[src/rtl/display_pkg.sv]
`default_nettype none
// ============================================================================
//  Module      : display_pkg
//  Description : Shared constants for the seven-segment page multiplexer:
//                display mode encodings and the default blank pattern.
//  Revision    : 1.0 - initial release
// ============================================================================
package display_pkg;

  // Display mode encodings; code 3 is reserved and treated as MANUAL.
  localparam logic [1:0] MODE_MANUAL = 2'd0;
  localparam logic [1:0] MODE_STEP   = 2'd1;
  localparam logic [1:0] MODE_AUTO   = 2'd2;

  // Segments are active-low, so an unlit digit is all ones.
  localparam int         SEG_W_DEFAULT = 7;
  localparam logic [SEG_W_DEFAULT-1:0] SEG_BLANK = {SEG_W_DEFAULT{1'b1}};

endpackage : display_pkg
`default_nettype wire

[src/rtl/page_sequencer.sv]
`default_nettype none
// ============================================================================
//  Module      : page_sequencer
//  Description : Page index register with manual select, button stepping and
//                timed auto-rotation. Exposes both the registered page and the
//                value it will load at the next edge.
//  Revision    : 1.0 - initial release
// ============================================================================
module page_sequencer
  import display_pkg::*;
#(
  parameter int PAGES       = 2,
  parameter int DWELL_TICKS = 5,
  parameter int PW          = $clog2(PAGES)
) (
  input  logic          clk,
  input  logic          rst,
  input  logic          tick,
  input  logic [1:0]    mode,
  input  logic [PW-1:0] page_sel,
  input  logic          next_pg,
  output logic [PW-1:0] page_o,
  output logic [PW-1:0] page_next_o
);

  localparam int DW = (DWELL_TICKS > 1) ? $clog2(DWELL_TICKS) : 1;
  localparam logic [PW-1:0] LAST_PAGE  = PW'(PAGES - 1);
  localparam logic [DW-1:0] LAST_DWELL = DW'(DWELL_TICKS - 1);

  logic [PW-1:0] page_q, page_d;
  logic [DW-1:0] dwell_q, dwell_d;
  logic [PW-1:0] w_page_adv;

  // Wrapping successor of the current page.
  assign w_page_adv = (page_q == LAST_PAGE) ? '0 : page_q + PW'(1);

  // Next page / dwell. Dwell is parked at zero outside AUTO, which also
  // gives AUTO a fresh dwell on entry while keeping the current page.
  always_comb begin
    page_d  = page_q;
    dwell_d = '0;
    case (mode)
      MODE_STEP: begin
        if (next_pg) page_d = w_page_adv;
      end
      MODE_AUTO: begin
        dwell_d = dwell_q;
        if (next_pg) begin
          // A button press wins over a coincident terminal tick: one advance.
          page_d  = w_page_adv;
          dwell_d = '0;
        end else if (tick) begin
          if (dwell_q == LAST_DWELL) begin
            page_d  = w_page_adv;
            dwell_d = '0;
          end else begin
            dwell_d = dwell_q + DW'(1);
          end
        end
      end
      default: begin
        // MANUAL and the reserved code: follow page_sel, clamped to range.
        if (page_sel > LAST_PAGE) page_d = LAST_PAGE;
        else                      page_d = page_sel;
      end
    endcase
  end

  // Page and dwell state registers.
  always_ff @(posedge clk) begin
    if (rst) begin
      page_q  <= '0;
      dwell_q <= '0;
    end else begin
      page_q  <= page_d;
      dwell_q <= dwell_d;
    end
  end

  assign page_o      = page_q;
  assign page_next_o = rst ? '0 : page_d;

endmodule : page_sequencer
`default_nettype wire

[src/rtl/display_page_mux.sv]
`default_nettype none
// ============================================================================
//  Module      : display_page_mux
//  Description : Selects one of PAGES pre-encoded digit pages for the
//                seven-segment bank, with blink masking and registered outputs.
//  Revision    : 1.0 - initial release
// ============================================================================
module display_page_mux
  import display_pkg::*;
#(
  parameter int DIGITS      = 8,
  parameter int PAGES       = 2,
  parameter int SEG_W       = 7,
  parameter int DWELL_TICKS = 5,
  parameter int BLINK_TICKS = 1,
  parameter int PW          = $clog2(PAGES)
) (
  input  logic                         clk,
  input  logic                         rst,
  input  logic                         tick,
  input  logic [1:0]                   mode,
  input  logic [PW-1:0]                page_sel,
  input  logic                         next_pg,
  input  logic                         blink_en,
  input  logic [DIGITS-1:0]            blink_mask,
  input  logic [PAGES*DIGITS*SEG_W-1:0] page_in,
  output logic [DIGITS*SEG_W-1:0]      led,
  output logic [PW-1:0]                cur_page,
  output logic                         blink_phase
);

  localparam int BW = (BLINK_TICKS > 1) ? $clog2(BLINK_TICKS) : 1;
  localparam logic [BW-1:0]    LAST_BCNT = BW'(BLINK_TICKS - 1);
  localparam logic [SEG_W-1:0] BLANK     = {SEG_W{1'b1}};

  logic [PW-1:0]           w_page_next;
  logic [BW-1:0]           bcnt_q, bcnt_d;
  logic                    phase_q, phase_d;
  logic [DIGITS*SEG_W-1:0] led_q, led_d;

  page_sequencer #(
    .PAGES       (PAGES),
    .DWELL_TICKS (DWELL_TICKS),
    .PW          (PW)
  ) u_seq (
    .clk         (clk),
    .rst         (rst),
    .tick        (tick),
    .mode        (mode),
    .page_sel    (page_sel),
    .next_pg     (next_pg),
    .page_o      (cur_page),
    .page_next_o (w_page_next)
  );

  // Blink half-period counter; disabling blink returns to the lit phase.
  always_comb begin
    bcnt_d  = bcnt_q;
    phase_d = phase_q;
    if (!blink_en) begin
      bcnt_d  = '0;
      phase_d = 1'b0;
    end else if (tick) begin
      if (bcnt_q == LAST_BCNT) begin
        bcnt_d  = '0;
        phase_d = ~phase_q;
      end else begin
        bcnt_d = bcnt_q + BW'(1);
      end
    end
  end

  // Per-digit source select from the page being loaded this edge, so led and
  // cur_page always change on the same clock.
  for (genvar gi = 0; gi < DIGITS; gi++) begin : g_digit
    logic [SEG_W-1:0] w_raw;

    // Pick this digit out of the selected page.
    always_comb begin
      w_raw = page_in[gi*SEG_W +: SEG_W];
      for (int p = 0; p < PAGES; p++) begin
        if (w_page_next == PW'(p)) w_raw = page_in[(p*DIGITS+gi)*SEG_W +: SEG_W];
      end
    end

    assign led_d[gi*SEG_W +: SEG_W] =
      (blink_en && phase_d && blink_mask[gi]) ? BLANK : w_raw;
  end

  // Blink state and output registers; reset blanks the whole bank.
  always_ff @(posedge clk) begin
    if (rst) begin
      bcnt_q  <= '0;
      phase_q <= 1'b0;
      led_q   <= {DIGITS{BLANK}};
    end else begin
      bcnt_q  <= bcnt_d;
      phase_q <= phase_d;
      led_q   <= led_d;
    end
  end

  assign led         = led_q;
  assign blink_phase = phase_q;

endmodule : display_page_mux
`default_nettype wire

[config.mk]
export PLATFORM = sky130hd
export DESIGN_NAME = display_page_mux
export DESIGN_NICKNAME = d
export VERILOG_FILES = /design/src/rtl/display_pkg.sv /design/src/rtl/page_sequencer.sv /design/src/rtl/display_page_mux.sv
export SDC_FILE = /design/constraint.sdc
export NUM_CORES = 1
export LEC_CHECK = 0
export CAP_MARGIN = 20
export CELL_PAD_IN_SITES_DETAIL_PLACEMENT = 0
export CELL_PAD_IN_SITES_GLOBAL_PLACEMENT = 1
export CORE_MARGIN = 5
export CORE_UTILIZATION = 26
export CTS_CLUSTER_SIZE = 40
export DETAILED_ROUTE_END_ITERATION = 8
export GPL_TIMING_DRIVEN = 0
export PLACE_DENSITY_LB_ADDON = 0.05
export SLEW_MARGIN = 20
export SYNTH_ARGS = -nofsm -noshare
export SYNTH_HDL_FRONTEND = slang
export SYNTH_HIERARCHICAL = 1
export SYNTH_SLANG_ARGS = --single-unit
[constraint.sdc]
create_clock -name clk -period 4.9 [get_ports clk]
set_input_delay 0.49 -clock clk [delete_from_list [all_inputs] [get_ports clk]]
set_output_delay 0.49 -clock clk [all_outputs]
set_load 0.005 [all_outputs]
# Yosys cells after proc, flatten, opt, wreduce, memory -nomap -nowiden
# Index checks and enable logic that the tools add are counted.
[word_totals]
memories = 0
word_cells = 62
register_bits = 62
latchBits = 0
romBits = 0
inputBits = 128
mem_bits_rw = 0
output_inout_bits = 58
[op_classes]
magnitude_cmp = 1
bitwise = 3
reduce_logical = 19
n_mul = 0
eq_ne = 3
shift = 0
n_mux = 21
div_mod_pow = 0
addsub = 3
[op_table]
columns = ["cell", "count"]
rows = [
  ["7-bit two-way mux", 8],
  ["2-bit OR reduction", 9],
  ["1-bit two-way mux", 11],
  ["1-bit logical AND", 9],
  ["3-bit by 1-bit adder with 3-bit output (second input constant)", 1],
  ["3-bit == test (second input constant)", 1],
  ["3-bit two-way mux", 1],
  ["1-bit NOT", 3],
  ["3-bit OR reduction", 1],
  ["1-bit adder (second input constant)", 2],
  ["2-bit by 1-bit == test with 1-bit output (second input constant)", 1],
  ["2-bit == test (second input constant)", 1],
  ["1-bit one-hot mux with 2 select lines", 1],
  ["1-bit greater-than comparator (second input constant)", 1],
]

# Longest topological paths before layout
# Gate-level depths: netlist of the first run.
[logic_depth]
depth_word = 8
depth_mapped = 9

# Cells and area by module
# Netlist of the first run, hierarchy kept.
[modules_own_cells]
columns = ["mod", "cells_each", "instances", "seq_area_each_um2", "area_per_inst_um2"]
rows = [
  ["display_page_mux", 199, 1, 1141.1, 2288.4],
  ["page_sequencer", 34, 1, 80.1, 286.5],
]

# Least setup slack after synthesis of the first run
# OpenSTA, ideal clock, no wires.
[synth_path]
path_kind = "input to register"
startpoint = "input port mode[0]"
endpoint = "register led_q[14] (netlist: led[14])"
setup_slack_ps = 2713
arrival_ps = 2045
setup_ps = 141
stages = 9
path_cell_list = "inv_1 -> ha_1 -> nor3b_1 -> mux2_4 -> nor4_2 -> buf_4 -> buf_4 -> mux2i_1 -> o211ai_1"
[synth_via]
elab_chain_cells = 4
[synth_rtl]
columns = ["item", "line", "rtl"]
rows = [
  ["from (decl)", "display_page_mux.sv:21", "input logic [1:0] mode,"],
  ["2-bit == test / 2-bit by 1-bit == test with 1-bit output (equally long branches)", "page_sequencer.sv:42", "case (mode)"],
  ["1-bit one-hot mux with 2 select lines *", "page_sequencer.sv:42", ""],
  ["1-bit two-way mux *", "-", ""],
  ["via w_page_next", "display_page_mux.sv:36", "logic [PW-1:0] w_page_next;"],
  ["7-bit two-way mux *", "display_page_mux.sv:82", "if (w_page_next == PW'(p)) w_raw = page_in[(p*DIGITS+gi)*SEG_W +: SEG_W];"],
  ["to (signal assigned)", "display_page_mux.sv:95", "led_q <= {DIGITS{BLANK}};"],
  ["to (signal assigned)", "display_page_mux.sv:99", "led_q <= led_d;"],
  ["to (decl)", "display_page_mux.sv:39", "logic [DIGITS*SEG_W-1:0] led_q, led_d;"],
]
# Mark *: on every way through the listed nets, which the timed path passes. The rest lies on a longest branch.
# A chain may end at the register's enable or synchronous reset.

# Worst setup path after layout of the first run
[layout_path]
startpoint = "input port mode[0]"
endpoint = "register led_q[55] (netlist: led[55])"
# Same word-level chain as after synthesis.

==> metrics.log, run 1 <==
INFO  metric outcome = completed
INFO  metric pin_count_of_the_biggest_net_entering_global_routing = 11
INFO  metric cts_htree_levels = 3
INFO  metric cts_setup_buffers = 0
INFO  metric timing.setup.critical_path_class = in2reg
INFO  metric rows = 36
INFO  metric design.die.area = 12,000 um2
INFO  metric synth_cell_types = 25
INFO  metric tritoncts_buffer_count = 9
INFO  metric timing.hold.worst.class = reg2reg
INFO  metric fin_skew = 0.00762 ns
INFO  metric final_hold_viol_count = 0
INFO  metric synth.cells.most_frequent = 61 x sky130_fd_sc_hd__dfxtp_1, 57 x sky130_fd_sc_hd__mux2i_1, 56 x sky130_fd_sc_hd__o211ai_1
INFO  metric switchingPower = 0.329 mW
INFO  metric clock_tree_from_tritoncts = yes
INFO  metric dpl.cell_count = 550
INFO  metric globalRoute.totalOverflow = 0
INFO  metric worstPathArrival = 2.81 ns
INFO  metric die_w = 110 um
INFO  metric leakage = 1.76 nW
INFO  metric share_of_cells_above_drive_strength_1 = 7.39%
INFO  metric crit_path_max_fo = 10
INFO  metric worst_setup_path_end_kind = flop
INFO  metric post-synth-top-area-fraction = 47.4%
INFO  metric comb_power_share = 24.6%
INFO  metric fin_area = 4790 um2
INFO  metric setup_violations = 0
INFO  metric yosys-top-cells-area = sky130_fd_sc_hd__dfxtp_1 47%, sky130_fd_sc_hd__mux2i_1 22%, sky130_fd_sc_hd__o211ai_1 16%
INFO  metric cts.root.buffer_cell = sky130_fd_sc_hd__clkbuf_8
INFO  metric place_area = 4580 um2
INFO  metric power.share.sequential = 40.0%
INFO  metric synth-edff-count = 0
INFO  metric flow.area_growth_from_synthesis = 86.0%
INFO  metric finalWeightedCongestion = 0.703
INFO  metric cellPowerDensity = 285 nW/um2
INFO  metric synthCells = 233
INFO  metric synth_top_cell_by_area = sky130_fd_sc_hd__dfxtp_1
INFO  metric global_route_wire_length_before_repair = 13,500 um
INFO  metric max_cap_viol_count = 0
INFO  metric post_synth.cell_area_avg = 11.1 um2
INFO  metric antenna_cells_inserted = 0
INFO  metric postRouteAntennaNets = 0
INFO  metric crit_path_top_delay_cell = sky130_fd_sc_hd__clkdlybuf4s50_1
INFO  metric setup.worst_path.start_class = input pin
INFO  metric preCtsSetupSlack = 1.93 ns
INFO  metric nFillCells = 950
INFO  metric route.detailed.vias_per_inst = 4.44
INFO  metric setup_slack = 2.29 ns
INFO  metric internal_power = 1.03 mW
INFO  metric highest-signal-layer = met4
INFO  metric worstSkewPairLatency = 0.33 ns
INFO  metric max_rail_drop_vdd = 139 uV
INFO  metric final_cells = 566
INFO  metric drt_iter0_drc = 54
INFO  metric crit_path_max_incr_delay = 0.48 ns
INFO  metric wire_per_inst = 15.9 um
INFO  metric critPathRequiredTime = 5.10 ns
INFO  metric clock_power_share = 35.4%
INFO  metric clock_sinks = 61
INFO  metric share_of_the_core_filled_with_cells_in_the_final_layout = 49.2%
INFO  metric netlist_area = 2570 um2
INFO  metric routed_wl_met2 = 4370 um
INFO  metric synthArstFlopShare = 0%
INFO  metric die_h = 110 um
INFO  metric track_usage = 14.8%
INFO  metric synth_nets = 365
INFO  metric clk_pin_slew_worst_setup_hold_paths = 0.06 ns
INFO  metric yosys_warnings = 6
INFO  metric setup_tns_final = 0 ns
INFO  metric starting_density_of_the_core = 26.5%
INFO  metric total_number_of_nets_in_the_final_design = 560
INFO  metric period_share = 53.3%
INFO  metric synth_seq_cells = 61
INFO  metric fin_crit = 2.61 ns
INFO  metric first_global_vias = 2,689
INFO  metric clock_tree.buffer_depth = 2
INFO  metric route.vias.total = 2,511
INFO  metric met3RoutedLength = 984 um
INFO  metric dominantRegCellSynth = sky130_fd_sc_hd__dfxtp_1
INFO  metric cts_hold_buffers = 0
INFO  metric sequential_to_total_area_share_from_yosys_stat = 47.4%
INFO  metric power_switching_share = 24.1%
INFO  metric drt-total-wl = 9010 um
INFO  metric antenna_found_initial = 0
INFO  metric port_buffers = 184
INFO  metric slew_headroom = 67.8%
INFO  metric timing_worst_slew_pin_value = 0.482 ns
INFO  metric top_level_ports = 186
INFO  metric met1Wirelength = 3570 um
INFO  metric post_cts_resized = 0
INFO  metric hpwl = 7170 um
INFO  metric critical-path-top-cell-by-count = sky130_fd_sc_hd__buf_4
INFO  metric drc_markers = 0
INFO  metric fp.coreArea = 9730 um2
INFO  metric clock.fmax = 0.383 GHz
INFO  metric critical_path.cell_chain = clkdlybuf4s50_1 -> inv_1 -> ha_1 -> nor3b_1 -> mux2_4 -> nor4_2 -> buf_4 -> buf_4 -> mux2i_1 -> o211ai_1
INFO  metric yosysMostFrequentCell = sky130_fd_sc_hd__dfxtp_1
INFO  metric grt_setup_unrepaired = no
INFO  metric r2r_slack = 2.62 ns
INFO  metric drv_slew = 0
INFO  metric drt_first_pass_iters = 6
worst paths after layout:
| check | to | cells after the start | startpoint |
|---|---|---|---|
| worst min register to register | u_seq/dwell_q[0]$_SDFFE_PP0P_ | 2 | u_seq/dwell_q[0]$_SDFFE_PP0P_ |
| worst max register to register | led[55]$_SDFF_PP1_ | 9 | u_seq/dwell_q[0]$_SDFFE_PP0P_ |
| worst min-delay path | u_seq/dwell_q[0]$_SDFFE_PP0P_ | 2 | u_seq/dwell_q[0]$_SDFFE_PP0P_ |
| worst max-delay path | led[55]$_SDFF_PP1_ | 10 | mode[0] |
layout by cell type (no fill, tap or decap), drive strengths merged:
cell	netlist	layout
nand3	3	3
xnor2	1	1
nand2b	2	2
nor4	1	1
nor2	1	1
a21oi	3	3
clkbuf	2	13
clkinv	0	3
o211ai	56	56
clkdlybuf4s50	0	184
inv	5	5
mux2i	57	57
nor3b	2	2
mux2	1	1
ha	4	4
nor3	2	2
nand2	12	12
dfxtp	61	61
nand3b	1	1
buf	17	17
bufinv	0	2
o21a	1	1
o21ai	1	1
kinds of logic after synthesis:
| family | share of synthesized area (%) |
|---|---|
| AND/OR/NAND/NOR | 4.91 |
| adder cells (fa/ha/maj) | 1.94 |
| flip-flops | 47.4 |
| XOR/XNOR | 0.340 |
| buffers and inverters | 5.25 |
| AO/OA/AOI/OAI | 17.4 |
| multiplexers | 22.7 |
power by group through the flow:
| stage | clock, mW | combinational (mW) | sequential, mW |
|---|---|---|---|
| after global routing | 0.519 | 0.365 | 0.549 |
| after global placement | 0 | 0.342 | 0.555 |
| after floorplan | 0 | 0.123 | 0.562 |
| after CTS | 0.495 | 0.344 | 0.545 |
| after detailed placement | 0 | 0.342 | 0.556 |
| final | 0.482 | 0.336 | 0.545 |
worst max-delay path, delay by kind of cell:
kind            cells  cell delay, ns
mux                 2            0.52
compound gates      1            0.12
fa+ha+maj           1            0.35
buf+inv             4            1.05
simple gates        2            0.28
sequential cells by signal, summed over array words and instances (netlist names):
signal         count
blink_phase        1
led               56
u_seq/dwell_q      3
u_seq/page_o       1
per-layer routing:
layer	global-route usage [%]	vias up
met1	16.3	1131
li1	-	1261
met4	5.08	0
met5	0	-
met2	25.5	111
met3	6.58	8
layout make-up:
class | count | area, um2 | share of cell area (%)
flip-flops and latches | 61 | 1220 | 25.5
plain buffers | 19 | 116 | 2.43
clock buffers | 11 | 131 | 2.74
inverters | 5 | 18.8 | 0.392
well taps | 133 | 166 | 3.47
repair buffers | 184 | 1840 | 38.5
multi-input cells | 148 | 1220 | 25.4
clock inverters | 5 | 75.1 | 1.57
metrics by stage:
step	power (mW)	hold WS, ns
3_5_place_dp	0.899	0.490
5_1_grt	1.43	0.528
3_3_place_gp	0.897	0.480
6_report	1.36	0.497
4_1_cts	1.38	0.500
2_1_floorplan	0.685	0.461
(Power assumes the default switching activity.)
==> run 2, diff against run 1 <==
- CORE_UTILIZATION: 26 -> 24
- clock period: 4.9 -> 2.6 ns (I/O delays scaled with it)
==> metrics.log, run 2 (same netlist as run 1, synthesis figures left out) <==
INFO  metric outcome = completed
INFO  metric power.share.sequential = 40.3%
INFO  metric top_level_ports = 186
INFO  metric fp.coreArea = 10,400 um2
INFO  metric design.die.area = 12,900 um2
INFO  metric critical_path.cell_chain = clkdlybuf4s50_1 -> inv_1 -> ha_1 -> nor3b_1 -> mux2_4 -> nor4_2 -> buf_4 -> buf_4 -> mux2i_1 -> o211ai_1
INFO  metric cellPowerDensity = 531 nW/um2
INFO  metric power_switching_share = 25.0%
INFO  metric timing.setup.critical_path_class = in2reg
INFO  metric largest_register_ffs = 56
INFO  metric internal_power = 1.91 mW
INFO  metric setup_tns_final = 0 ns
INFO  metric worstPathArrival = 2.59 ns
INFO  metric fin_skew = 0.00945 ns
INFO  metric mostFrequentLayoutCell = sky130_fd_sc_hd__clkdlybuf4s50_1
INFO  metric worst_setup_path_end_kind = flop
INFO  metric flow.area_growth_from_synthesis = 86.3%
INFO  metric globalRoute.totalOverflow = 0
INFO  metric setup_violations = 0
INFO  metric worstSkewPairLatency = 0.34 ns
INFO  metric worst_hold_slack = 0.362 ns
INFO  metric clock.fmax = 0.419 GHz
INFO  metric clk_pin_slew_worst_setup_hold_paths = 0.07 ns
INFO  metric drt_first_pass_iters = 4
INFO  metric clock_tree_from_tritoncts = yes
INFO  metric starting_density_of_the_core = 24.7%
INFO  metric route.vias.total = 2,489
INFO  metric timing.critical_path.depth = 10
INFO  metric layout.cells.most_common_list = 184 x sky130_fd_sc_hd__clkdlybuf4s50_1, 61 x sky130_fd_sc_hd__dfxtp_1, 57 x sky130_fd_sc_hd__mux2i_1
INFO  metric crit_path_max_fo = 10
INFO  metric cts.root.buffer_cell = sky130_fd_sc_hd__clkbuf_8
INFO  metric grt_setup_unrepaired = no
INFO  metric cts_htree_levels = 3
INFO  metric leakage = 1.75 nW
INFO  metric reg2reg_from = u_seq/dwell_q[0]$_SDFFE_PP0P_
INFO  metric die_h = 114 um
INFO  metric drt-total-wl = 9250 um
INFO  metric critical-path-top-cell-by-count = sky130_fd_sc_hd__buf_4
INFO  metric crit_path_max_incr_delay = 0.48 ns
INFO  metric tritoncts_buffer_count = 9
INFO  metric hpwl = 7370 um
INFO  metric cts_hold_buffers = 0
INFO  metric critical_path.startpoint = mode[0]
INFO  metric wire_per_inst = 16.2 um
INFO  metric fin_crit = 2.39 ns
INFO  metric worst_hold_start = blink_en
INFO  metric share_of_cells_above_drive_strength_1 = 7.85%
INFO  metric number_of_instances_on_the_worst_hold_path = 2
INFO  metric global_route_wire_length_before_repair = 14,000 um
INFO  metric r2r_slack = 0.32 ns
INFO  metric nFillCells = 1,037
INFO  metric first_global_vias = 2,617
INFO  metric switchingPower = 0.637 mW
INFO  metric min_to = blink_phase$_SDFF_PP0_
INFO  metric clock_tree.buffer_depth = 2
INFO  metric max_rail_drop_vdd = 256 uV
INFO  metric post_cts_resized = 0
INFO  metric drv_slew = 0
INFO  metric preCtsSetupSlack = -0.167 ns
INFO  metric final_hold_viol_count = 0
INFO  metric track_usage = 13.9%
INFO  metric number_of_cells_traversed_by_the_worst_register_to_register_path = 9
INFO  metric rows = 37
INFO  metric setup_slack = 0.215 ns
INFO  metric cp.buffers_inverters = 4
INFO  metric drc_markers = 0
INFO  metric clock_sinks = 61
INFO  metric cp_top_family = buffers and inverters
INFO  metric worst_r2r_endpoint = led[34]$_SDFF_PP1_
INFO  metric setup.worst_path.start_class = input pin
INFO  metric drt_iter0_drc = 43
INFO  metric report.power.total = 2.55 mW
INFO  metric postRouteAntennaNets = 0
INFO  metric finalWeightedCongestion = 0.700
INFO  metric port_buffers = 184
INFO  metric clock_power_share = 34.8%
INFO  metric pin_count_of_the_biggest_net_entering_global_routing = 12
INFO  metric cts_setup_buffers = 0
INFO  metric period_share = 91.7%
INFO  metric antenna_found_initial = 0
INFO  metric slew_headroom = 65.9%
INFO  metric timing_worst_slew_pin_value = 0.512 ns
INFO  metric timing.hold.worst.class = in2reg
INFO  metric antenna_cells_inserted = 0
INFO  metric crit_path_top_delay_cell = sky130_fd_sc_hd__clkdlybuf4s50_1
INFO  metric critPathRequiredTime = 2.81 ns
INFO  metric total_number_of_nets_in_the_final_design = 560
INFO  metric comb_power_share = 24.9%
INFO  metric die_w = 114 um
INFO  metric route.detailed.vias_per_inst = 4.37
INFO  metric max_cap_viol_count = 0
[run 2: cell types whose count changed in the layout (fill, tap and decap cells not counted), sizes merged]
cell      before  now
bufinv         2    1
clkinvlp       0    2
clkinv         3    2
[run 2: layout make-up]
| cell class | count | area, um2 | area share [%] |
|---|---|---|---|
| Inverter | 5 | 18.8 | 0.391 |
| Buffer | 19 | 116 | 2.43 |
| Multi-Input combinational cell | 148 | 1220 | 25.4 |
| Clock inverter | 5 | 58.8 | 1.23 |
| Tap cell | 136 | 170 | 3.55 |
| Sequential cell | 61 | 1220 | 25.5 |
| Timing Repair Buffer | 184 | 1840 | 38.4 |
| Clock buffer | 11 | 151 | 3.16 |
[run 2: how the worst max path moves through the flow]
stage | to | slack, ns
6_report | led[34]$_SDFF_PP1_ | 0.21
5_1_grt | led[31]$_SDFF_PP1_ | 0.03
4_1_cts | led[34]$_SDFF_PP1_ | 0.21
3_5_place_dp | led[49]$_SDFF_PP1_ | -0.17
3_3_place_gp | led[48]$_SDFF_PP1_ | -0.14
2_1_floorplan | led[14]$_SDFF_PP1_ | 0.60
[run 2: routing by layer]
metal	routed length (um)	share of wire, %	GRT usage, %	up-vias
met5	0	0	0	-
met3	963	10	6.37	7
met4	88	0.95	3.85	0
met1	3700	40	15.6	1110
li1	-	-	-	1264
met2	4490	49	23.8	108
[run 2: power groups by stage]
stage	combinational (mW)	clock, mW	sequential (mW)
floorplan	0.232	0	1.06
global placement	0.644	0	1.05
detailed placement	0.647	0	1.05
CTS	0.650	0.920	1.03
global route	0.687	0.952	1.03
finish	0.635	0.885	1.03
[run 2: per-stage QoR]
step	utilization (%)	instance area (um2)	instances
final	46.1	4800	569
after global routing	46.1	4800	569
after CTS	46.1	4800	569
after detailed placement	44.0	4590	553
after global placement	44.0	4590	553
after floorplan	-	2570	233
==> run 3, diff against run 2 <==
- CAP_MARGIN: 20 -> 30
- CORE_UTILIZATION: 24 -> 25
- CTS_BUF_LIST: not set -> sky130_fd_sc_hd__clkbuf_4
==> metrics.log, run 3 (same netlist as run 1, synthesis figures left out) <==
INFO  metric design.die.area = 12,400 um2
INFO  metric timing_worst_slew_pin_value = 0.515 ns
INFO  metric routed_wl_met2 = 4350 um
INFO  metric cp_top_family = buffers and inverters
INFO  metric min_to = blink_phase$_SDFF_PP0_
INFO  metric final_cells = 568
INFO  metric route.vias.total = 2,476
INFO  metric period_share = 89.4%
INFO  metric reg2reg_from = u_seq/dwell_q[0]$_SDFFE_PP0P_
INFO  metric crit_path_max_fo = 10
INFO  metric clock_power_share = 24.5%
INFO  metric antenna_found_initial = 0
INFO  metric drt_iter0_drc = 44
INFO  metric power_switching_share = 26.4%
INFO  metric die_w = 111 um
INFO  metric nFillCells = 1,016
INFO  metric flow.area_growth_from_synthesis = 82.0%
INFO  metric mostFrequentLayoutCell = sky130_fd_sc_hd__clkdlybuf4s50_1
INFO  metric cts_hold_buffers = 0
INFO  metric track_usage = 14.5%
INFO  metric comb_power_share = 28.8%
INFO  metric first_global_vias = 2,716
INFO  metric setup_tns_final = 0 ns
INFO  metric starting_density_of_the_core = 25.3%
INFO  metric drc_markers = 0
INFO  metric drt-total-wl = 9010 um
INFO  metric tritoncts_buffer_count = 9
INFO  metric cts_htree_levels = 3
INFO  metric hpwl = 7180 um
INFO  metric cts.root.buffer_cell = sky130_fd_sc_hd__clkbuf_4
INFO  metric leakage = 1.71 nW
INFO  metric drt_first_pass_iters = 4
INFO  metric critical-path-top-cell-by-count = sky130_fd_sc_hd__buf_4
INFO  metric fin_area = 4690 um2
INFO  metric setup_violations = 0
INFO  metric met1Wirelength = 3690 um
INFO  metric global_route_wire_length_before_repair = 14,300 um
INFO  metric critPathRequiredTime = 2.85 ns
INFO  metric critical_path.cell_chain = clkdlybuf4s50_1 -> inv_1 -> ha_1 -> nor3b_1 -> mux2_4 -> nor4_2 -> buf_4 -> buf_4 -> mux2i_1 -> o211ai_1
INFO  metric preCtsSetupSlack = -0.177 ns
INFO  metric max_rail_drop_vdd = 201 uV
INFO  metric cts_setup_buffers = 0
INFO  metric clock_tree.buffer_depth = 2
INFO  metric total_number_of_nets_in_the_final_design = 560
INFO  metric worstSkewPairLatency = 0.39 ns
INFO  metric drv_slew = 0
INFO  metric dpl.cell_count = 553
INFO  metric grt_setup_unrepaired = no
INFO  metric layout.cells.most_common_list = 184 x sky130_fd_sc_hd__clkdlybuf4s50_1, 61 x sky130_fd_sc_hd__dfxtp_1, 57 x sky130_fd_sc_hd__mux2i_1
INFO  metric number_of_instances_on_the_worst_hold_path = 2
INFO  metric worstPathArrival = 2.57 ns
INFO  metric globalRoute.totalOverflow = 0
INFO  metric share_of_the_core_filled_with_cells_in_the_final_layout = 46.0%
INFO  metric highest-signal-layer = met4
INFO  metric worst_r2r_endpoint = led[17]$_SDFF_PP1_
INFO  metric switchingPower = 0.580 mW
INFO  metric clock_tree_from_tritoncts = yes
INFO  metric number_of_cells_traversed_by_the_worst_register_to_register_path = 9
INFO  metric setup.worst_path.start_class = input pin
INFO  metric max_cap_viol_count = 0
INFO  metric clock.fmax = 0.430 GHz
INFO  metric worst_hold_start = blink_en
INFO  metric clock_sinks = 61
INFO  metric report.power.total = 2.20 mW
INFO  metric crit_path_max_incr_delay = 0.48 ns
INFO  metric timing.setup.critical_path_class = in2reg
INFO  metric timing.hold.worst.class = in2reg
INFO  metric worst_hold_slack = 0.303 ns
INFO  metric route.detailed.vias_per_inst = 4.36
INFO  metric finalWeightedCongestion = 0.740
INFO  metric wire_per_inst = 15.9 um
INFO  metric fin_crit = 2.32 ns
INFO  metric post_cts_resized = 0
INFO  metric power.share.sequential = 46.7%
INFO  metric rows = 37
INFO  metric outcome = completed
INFO  metric fin_skew = 0.0118 ns
INFO  metric top_level_ports = 186
INFO  metric die_h = 111 um
INFO  metric internal_power = 1.62 mW
INFO  metric cellPowerDensity = 469 nW/um2
INFO  metric largest_register_ffs = 56
INFO  metric cp.buffers_inverters = 4
INFO  metric port_buffers = 184
INFO  metric antenna_cells_inserted = 0
INFO  metric fp.coreArea = 10,200 um2
INFO  metric slew_headroom = 65.7%
INFO  metric met3RoutedLength = 899 um
INFO  metric worst_setup_path_end_kind = flop
INFO  metric place_area = 4590 um2
INFO  metric final_hold_viol_count = 0
INFO  metric share_of_cells_above_drive_strength_1 = 6.94%
INFO  metric setup_slack = 0.276 ns
INFO  metric pin_count_of_the_biggest_net_entering_global_routing = 11
INFO  metric r2r_slack = 0.31 ns
INFO  metric crit_path_top_delay_cell = sky130_fd_sc_hd__clkdlybuf4s50_1
INFO  metric postRouteAntennaNets = 0
INFO  metric clk_pin_slew_worst_setup_hold_paths = 0.10 ns
## run 3: changes by cell type in the layout (fill, tap and decap cells not counted), sizes merged
cell	before	now
clkinv	2	4
clkinvlp	2	0
bufinv	1	0
## run 3: worst max path at each step
stage	startpoint	to	cells past startpoint
4_1_cts	u_seq/dwell_q[0]$_SDFFE_PP0P_	led[17]$_SDFF_PP1_	9
5_1_grt	u_seq/dwell_q[0]$_SDFFE_PP0P_	led[17]$_SDFF_PP1_	9
6_report	mode[0]	led[17]$_SDFF_PP1_	10
3_5_place_dp	mode[0]	led[17]$_SDFF_PP1_	10
3_3_place_gp	mode[0]	led[17]$_SDFF_PP1_	10
2_1_floorplan	u_seq/dwell_q[0]$_SDFFE_PP0P_	led[14]$_SDFF_PP1_	9
## run 3: power by group through the flow
stage / combinational [mW] / sequential (mW) / clock (mW)
2_1_floorplan: 0.232 / 1.06 / 0
3_5_place_dp: 0.645 / 1.05 / 0
5_1_grt: 0.690 / 1.03 / 0.622
3_3_place_gp: 0.645 / 1.05 / 0
6_report: 0.633 / 1.03 / 0.537
4_1_cts: 0.648 / 1.03 / 0.575
## run 3: final cells by class
type / instances / area [um2] / share of cell area (%)
inverter: 5 / 18.8 / 0.401
clock inverter: 4 / 16.3 / 0.347
clock buffer: 11 / 82.6 / 1.76
tap: 136 / 170 / 3.63
multi-input combinational: 148 / 1220 / 26.0
timing repair buffer: 184 / 1840 / 39.3
sequential: 61 / 1220 / 26.1
buffer: 19 / 116 / 2.48
## run 3: layer usage
| metal | up-vias | GRT usage, % |
|---|---|---|
| li1 | 1263 | - |
| met1 | 1102 | 16.8 |
| met2 | 107 | 24.2 |
| met3 | 4 | 6.58 |
| met4 | 0 | 4.30 |
| met5 | - | 0 |
## run 3: worst reg2reg max path: stages (launching register included)
cell and delay [ns]:
sky130_fd_sc_hd__dfxtp_1 0.37, sky130_fd_sc_hd__inv_1 0.06, sky130_fd_sc_hd__ha_1 0.23, sky130_fd_sc_hd__nand3_2 0.09
sky130_fd_sc_hd__mux2_4 0.30, sky130_fd_sc_hd__nor4_2 0.21, sky130_fd_sc_hd__buf_4 0.27, sky130_fd_sc_hd__buf_4 0.26
sky130_fd_sc_hd__mux2i_1 0.26, sky130_fd_sc_hd__o211ai_1 0.11
